$ cat src/rtl/core_inst_queue_pkg.sv
// core_inst_queue_pkg: shared widths and helpers for the fetch-to-decode instruction queue.
package core_inst_queue_pkg;
  localparam int INST_W = 32;
  localparam int PC_W = 32;
  function automatic logic [1:0] popcount2(input logic [1:0] v);
    return {1'b0, v[0]} + {1'b0, v[1]};
  endfunction
endpackage

$ cat src/rtl/core_inst_queue_ram.sv
// core_inst_queue_ram: entry array with two write ports and two async read ports.
module core_inst_queue_ram #(
  parameter int DEPTH = 8,
  parameter int W = 96
) (
  input  logic                     clk,
  input  logic [1:0]               we,
  input  logic [$clog2(DEPTH)-1:0] waddr0,
  input  logic [$clog2(DEPTH)-1:0] waddr1,
  input  logic [W-1:0]             wdata0,
  input  logic [W-1:0]             wdata1,
  input  logic [$clog2(DEPTH)-1:0] raddr0,
  input  logic [$clog2(DEPTH)-1:0] raddr1,
  output logic [W-1:0]             rdata0,
  output logic [W-1:0]             rdata1
);
  logic [W-1:0] mem [DEPTH];
  always_ff @(posedge clk) begin
    if (we[0]) mem[waddr0] <= wdata0;
    if (we[1]) mem[waddr1] <= wdata1;
  end
  assign rdata0 = mem[raddr0];
  assign rdata1 = mem[raddr1];
endmodule

$ cat src/rtl/core_inst_queue.sv
// core_inst_queue: two-in/two-out decoupling queue between fetch F2 and decode.
// Valid fetch slots are compacted in program order; ready_o depends on registered count only.
module core_inst_queue
  import core_inst_queue_pkg::*;
#(
  parameter int ATTACHED_INFO_WIDTH = 32,
  parameter int DEPTH = 8
) (
  input  logic                                clk,
  input  logic                                rst_n,
  input  logic [1:0]                          valid_i,
  input  logic [1:0][INST_W-1:0]              inst_i,
  input  logic [PC_W-1:0]                     pc_i,
  input  logic [ATTACHED_INFO_WIDTH-1:0]      attached_i,
  output logic                                ready_o,
  output logic [1:0]                          valid_o,
  output logic [1:0][INST_W-1:0]              inst_o,
  output logic [1:0][PC_W-1:0]                pc_o,
  output logic [1:0][ATTACHED_INFO_WIDTH-1:0] attached_o,
  input  logic [1:0]                          ready_i,
  input  logic                                flush_i
);
  localparam int AW = $clog2(DEPTH);
  localparam int PW = AW + 1;
  localparam int EW = INST_W + PC_W + ATTACHED_INFO_WIDTH;
  logic [PW-1:0] rptr, wptr, count;
  logic [1:0] push_v, push_n, pop_n;
  logic [EW-1:0] e0, e1, r0, r1;
  logic unused_pc_lsb;
  assign unused_pc_lsb = ^pc_i[2:0];
  assign count = wptr - rptr;
  assign ready_o = count <= PW'(DEPTH - 2);
  assign valid_o = {count >= PW'(2), count != '0};
  assign push_v = valid_i & {2{ready_o}};
  assign push_n = popcount2(push_v);
  assign pop_n = popcount2({valid_o[1] & ready_i[0] & ready_i[1], valid_o[0] & ready_i[0]});
  // A lone slot 1 is compacted down onto the wptr write port.
  assign e1 = {inst_i[1], pc_i[31:3], 3'b100, attached_i};
  assign e0 = push_v[0] ? {inst_i[0], pc_i[31:3], 3'b000, attached_i} : e1;
  core_inst_queue_ram #(.DEPTH(DEPTH), .W(EW)) u_ram (
    .clk   (clk),
    .we    ({push_n == 2'd2, push_n != 2'd0}),
    .waddr0(wptr[AW-1:0]),
    .waddr1(wptr[AW-1:0] + AW'(1)),
    .wdata0(e0),
    .wdata1(e1),
    .raddr0(rptr[AW-1:0]),
    .raddr1(rptr[AW-1:0] + AW'(1)),
    .rdata0(r0),
    .rdata1(r1)
  );
  assign {inst_o[0], pc_o[0], attached_o[0]} = r0;
  assign {inst_o[1], pc_o[1], attached_o[1]} = r1;
  always_ff @(posedge clk or negedge rst_n) begin
    if (!rst_n) begin
      rptr <= '0;
      wptr <= '0;
    end else if (flush_i) begin
      rptr <= '0;
      wptr <= '0;
    end else begin
      wptr <= wptr + PW'(push_n);
      rptr <= rptr + PW'(pop_n);
    end
  end
  // Fetch must hold its group while the queue is not ready; such data is dropped.
  a_no_push_when_not_ready: assert property (@(posedge clk) disable iff (!rst_n) !(|valid_i && !ready_o));
endmodule

$ cat config.mk
export PLATFORM = sky130hd
export DESIGN_NAME = core_inst_queue
export DESIGN_NICKNAME = d
export VERILOG_FILES = /design/src/rtl/core_inst_queue_pkg.sv /design/src/rtl/core_inst_queue_ram.sv /design/src/rtl/core_inst_queue.sv
export SDC_FILE = /design/constraint.sdc
export NUM_CORES = 2
export LEC_CHECK = 0
export ABC_AREA = 1
export CAP_MARGIN = 20
export CORE_MARGIN = 4
export CORE_UTILIZATION = 45
export CTS_CLUSTER_SIZE = 28
export DETAILED_ROUTE_END_ITERATION = 10
export MAX_ROUTING_LAYER = met4
export SYNTH_ARGS = -nofsm -noshare
export SYNTH_HDL_FRONTEND = slang
export SYNTH_HIERARCHICAL = 1
export SYNTH_SLANG_ARGS = --single-unit
$ cat constraint.sdc
create_clock -name clk -period 29.2 [get_ports clk]
set_input_delay 7.3 -clock clk [delete_from_list [all_inputs] [get_ports clk]]
set_output_delay 7.3 -clock clk [all_outputs]
set_load 0.01 [all_outputs]
# Word-level counts from Yosys, hierarchy flattened
# Memory sizes are Yosys's and may differ from the RTL's.
# Index checks and enable logic that the tools add are counted.
word_totals:
  ff_bits: 8
  ramBits: 768
  wordCells: 26
  memories: 1
mem_list:
  columns: ["name", "depth", "word_bits", "read_ports", "rd_clocked_by_memory_dff", "wr", "line", "text"]
  rows:
  - ["u_ram.mem", 8, 96, 2, 0, 2, "core_inst_queue_ram.sv:17", "logic [W-1:0] mem [DEPTH];"]
classes:
  addsub: 7
  order_cmp: 2
  n_eq_ne: 1
  n_mux: 7
  n_bitwise: 4
  n_reduce_logical: 2
ops:
  columns: ["op", "count"]
  rows:
  - ["96-bit two-way mux", 1]
  - ["4-bit by 2-bit adder with 4-bit output", 2]
  - ["4-bit two-way mux", 2]
  - ["3-bit by 1-bit adder with 3-bit output (second input constant)", 2]
  - ["1-bit by 1-bit adder with 2-bit output", 2]
  - ["4-bit by 2-bit >= comparator with 1-bit output (second input constant)", 1]
  - ["4-bit by 3-bit <= comparator with 1-bit output (second input constant)", 1]
  - ["1-bit two-way mux", 4]
  - ["4-bit nonzero test", 1]
  - ["4-bit subtractor", 1]
  - ["1-bit AND", 3]
  - ["2-bit AND", 1]
  - ["2-bit equality test (second input constant)", 1]
  - ["2-bit nonzero test", 1]

# Depth between registers and ports, before layout
logic_depth:
  word_depth: 7
  ltp_mapped: 20
  ltp_nobuf: 18

# Modules after synthesis
# The synthesis kept the hierarchy.
modules_own_cells:
  columns: ["mod", "n_inst", "cells_each", "area_per_inst_um2"]
  rows:
  - ["core_inst_queue_ram", 1, 7034, 49039.5]
  - ["core_inst_queue", 1, 191, 1212.4]

# Least setup slack after synthesis
# No wires, ideal clock.
synth_timing:
  kind: "input to register"
  start: "input valid_i[0]"
  end: "memory u_ram.mem[1][0], enable pin"
  arrival_time_ps: 14882
  path_slack_ps: 13635
  cell_stages: 7
  n_path_buf: 2
  path_cell_list: "clkbuf_1 > nand3_4 > buf_6 > ha_1 > inv_1 > nand2_1 > o21ai_0"
synth_rtl:
  columns: ["item", "line", "text"]
  rows:
  - ["from (decl)", "core_inst_queue.sv:11", "input logic [1:0] valid_i,"]
  - ["to (decl)", "core_inst_queue_ram.sv:17", null]

==> metrics.cfg <==
[synth]
synth_mux_area_frac = 0
synth_area_mm2 = 0.0503
synth_top_cell_by_area = edfxtp_1
syn_avg_cell_area_um2 = 6.96
synth_fa_ha_area_frac = 0.00368
synth-compound-area-share = 0.0776
synthXorXnorAreaFrac = 0.00139
synth-seq-cells = 776
synth_most_common_cell = nand2_1
ys_top_cells_by_area = edfxtp_1 46%, nand2_1 25%, nand3_1 7.7%
synth_edf_count = 768
synth_top_family_by_area = simple AND/OR/NAND/NOR gates
ys.flop_type = edfxtp_1
synthArstFlopShare = 0.0103
ys_warn_count = 6
yosys.area_share.simple = 0.334
synth_top_cells_by_count = 3353 x nand2_1, 891 x inv_1, 773 x nand3_1
synth_seq_area_share = 0.463
yosysTopAreaCellShare = 0.459
ys_types = 30
synth_cells = 7225

[worst_setup_path]
crit_path_end_kind = primary output
rr_startpoint = rptr[1]
crit_type = reg -> out
cp-start-kind = flip-flop
crit_path_start = rptr[0]
worst-path-max-fanout = 127
cp.arrival_ns = 6.56
cp.required_ns = 21.90

[place]
dp_hpwl_mm = 91.9
finalWeightedCongestion = 0.803
port_buffers = 326

[finish]
syn_to_final_growth_pct = 11.7
drive_gt1_frac = 0.0290
nets = 7284
fin_util = 0.507

[power_and_ir_drop]
p_clk_frac = 0.168
power.density_mw_per_mm2 = 112
power.total_uw = 6300
leakage_uw = 0.0274
ir_worst_vdd_mv = 0.0984
pwr-share-seq = 0.260
switching_share = 0.461
combPwrFrac = 0.572
p_switching_uw = 2900
p_int_uw = 3400

[global_route]
antenna_found_initial = 8
gr-usage-all-layers = 0.299
grt_first_pass_wirelength_mm = 260
grt_max_degree = 148
grt_pass1_vias = 43200
grt_remaining_overflow = 0

[cts]
cts_tree = built
cts_buffer_depth = 3
cts_buffers = 88
cts.reportedPaths.clkPinSlew_ns = 0.06
cts.sinks = 776
cts.htree.levels = 3
clkLatencyLatePin_ns = 0.67
ctsResizeCount = 0
clock-root-buffer = clkbuf_16
holdBufCountCts = 0
postCtsSetupRepairBufs = 0

[timing]
setup_tns_ns = 0
grt_setup_unrepaired = false
fmax_ghz = 0.0722
finalClockSkew_ns = 0.0108
hold_viol = 0
slew_headroom = 0.186
fin_crit_ns = 13.86
report.final.slew_viol_count = 0
setup_viol = 0
holdWs_ns = 0.601
finalCritPeriodShare = 0.475
worst_pin_slew_ns = 1.22

[floorplan]
pin_count = 330
start_util = 0.453
rows = 122
dieHeight_um = 342
die_w_um = 342
core_mm2 = 0.111
dieArea_mm2 = 0.117

[outcome]
outcome = finished, final reports clean

[detailed_routing]
via_per_inst = 5.36
first_pass_iters = 7
vias = 46600
wl_mm = 175
route.detailed.drc = 0
ant_nets = 0
drt_iter0_markers = 4902
post_drt_wl_per_cell_um = 20.2

[flow_run]
drv_cap = 0

[hold_path]
hold_class = reg -> reg
min-delay-start = rptr[3]

worst max-delay path: stages (launching register included):
cell and delay [ns]:
dfrtp_4 0.44, buf_4 0.72, buf_4 0.97, ha_4 0.62, inv_8 0.93, buf_4 0.96
nand3_1 0.17, nand2_1 0.10, nand2_1 0.05, nand2_1 0.23, clkdlybuf4s50_1 0.58
power by group through the flow:
| stage | Clock [uW] | Sequential [uW] | Combinational, uW |
|---|---|---|---|
| after floorplan | 0 | 1710 | 2080 |
| after global placement | 0 | 1660 | 3540 |
| after detailed placement | 0 | 1660 | 3570 |
| after CTS | 1070 | 1640 | 3580 |
| after global routing | 1120 | 1650 | 3940 |
| final | 1060 | 1640 | 3600 |
per-stage QoR:
step	worst slack (ns)	cells	instance area [um2]
floorplan	13.63	7228	50300
global placement	16.07	8531	53400
detailed placement	16.08	8531	53400
CTS	15.35	8685	56000
global route	15.07	8695	56100
finish	15.34	8696	56100
final timing paths:
kind	slack, ns	end	cells past startpoint
hold reg to reg	0.60	rptr[3]	2
setup / recovery	15.34	pc_o[34]	10
min in group asynchronous	6.96	rptr[0]	1
setup reg to reg	21.51	u_ram/mem[6][54]	17
max in group asynchronous	21.87	rptr[2]	1
hold / removal	0.60	rptr[3]	2
cell usage in the layout, fill, tap and decap left out, drive strengths merged:
master	n
ha	10
o21ai	776
clkdlybuf4s50	326
nor3	1
xnor2	4
nand4	32
nand3	774
diode	8
fa	3
dfrtp	8
xor2	4
or2	1
clkinv	37
edfxtp	768
inv	895
nand2	3354
a21o	1
buf	66
clkinvlp	2
and3	1
clkbuf	109
nor2	15
bufinv	6
conb	5
a21oi	2
routing by layer:
layer,vias up,share of wire,track usage
met5,-,0,-
met4,0,0.030,0.0978
met3,354,0.090,0.0343
met2,2224,0.47,0.494
met1,21400,0.41,0.386
li1,22600,-,-
layout make-up:
class	count	area [um2]
fillers	10700	54700
flip-flops and latches	776	23300
inverters	895	3410
clock buffers	109	2300
repair buffers	392	3810
diodes	8	20.0
well taps	1488	1860
clock inverters	45	352
multi-input cells	4983	21100
sequential cells by signal, summed over array words and instances (netlist names):
| signal | count |
|---|---|
| u_ram/mem | 768 |
| rptr | 4 |
| wptr | 4 |
kinds of logic after synthesis:
logic type | count (synthesis)
fa+ha+maj | 13
simple gates | 4178
xor+xnor | 8
other cells | 2
flops | 776
compound gates | 779
buf+inv | 1469
Power figures use the tool's default switching activity.
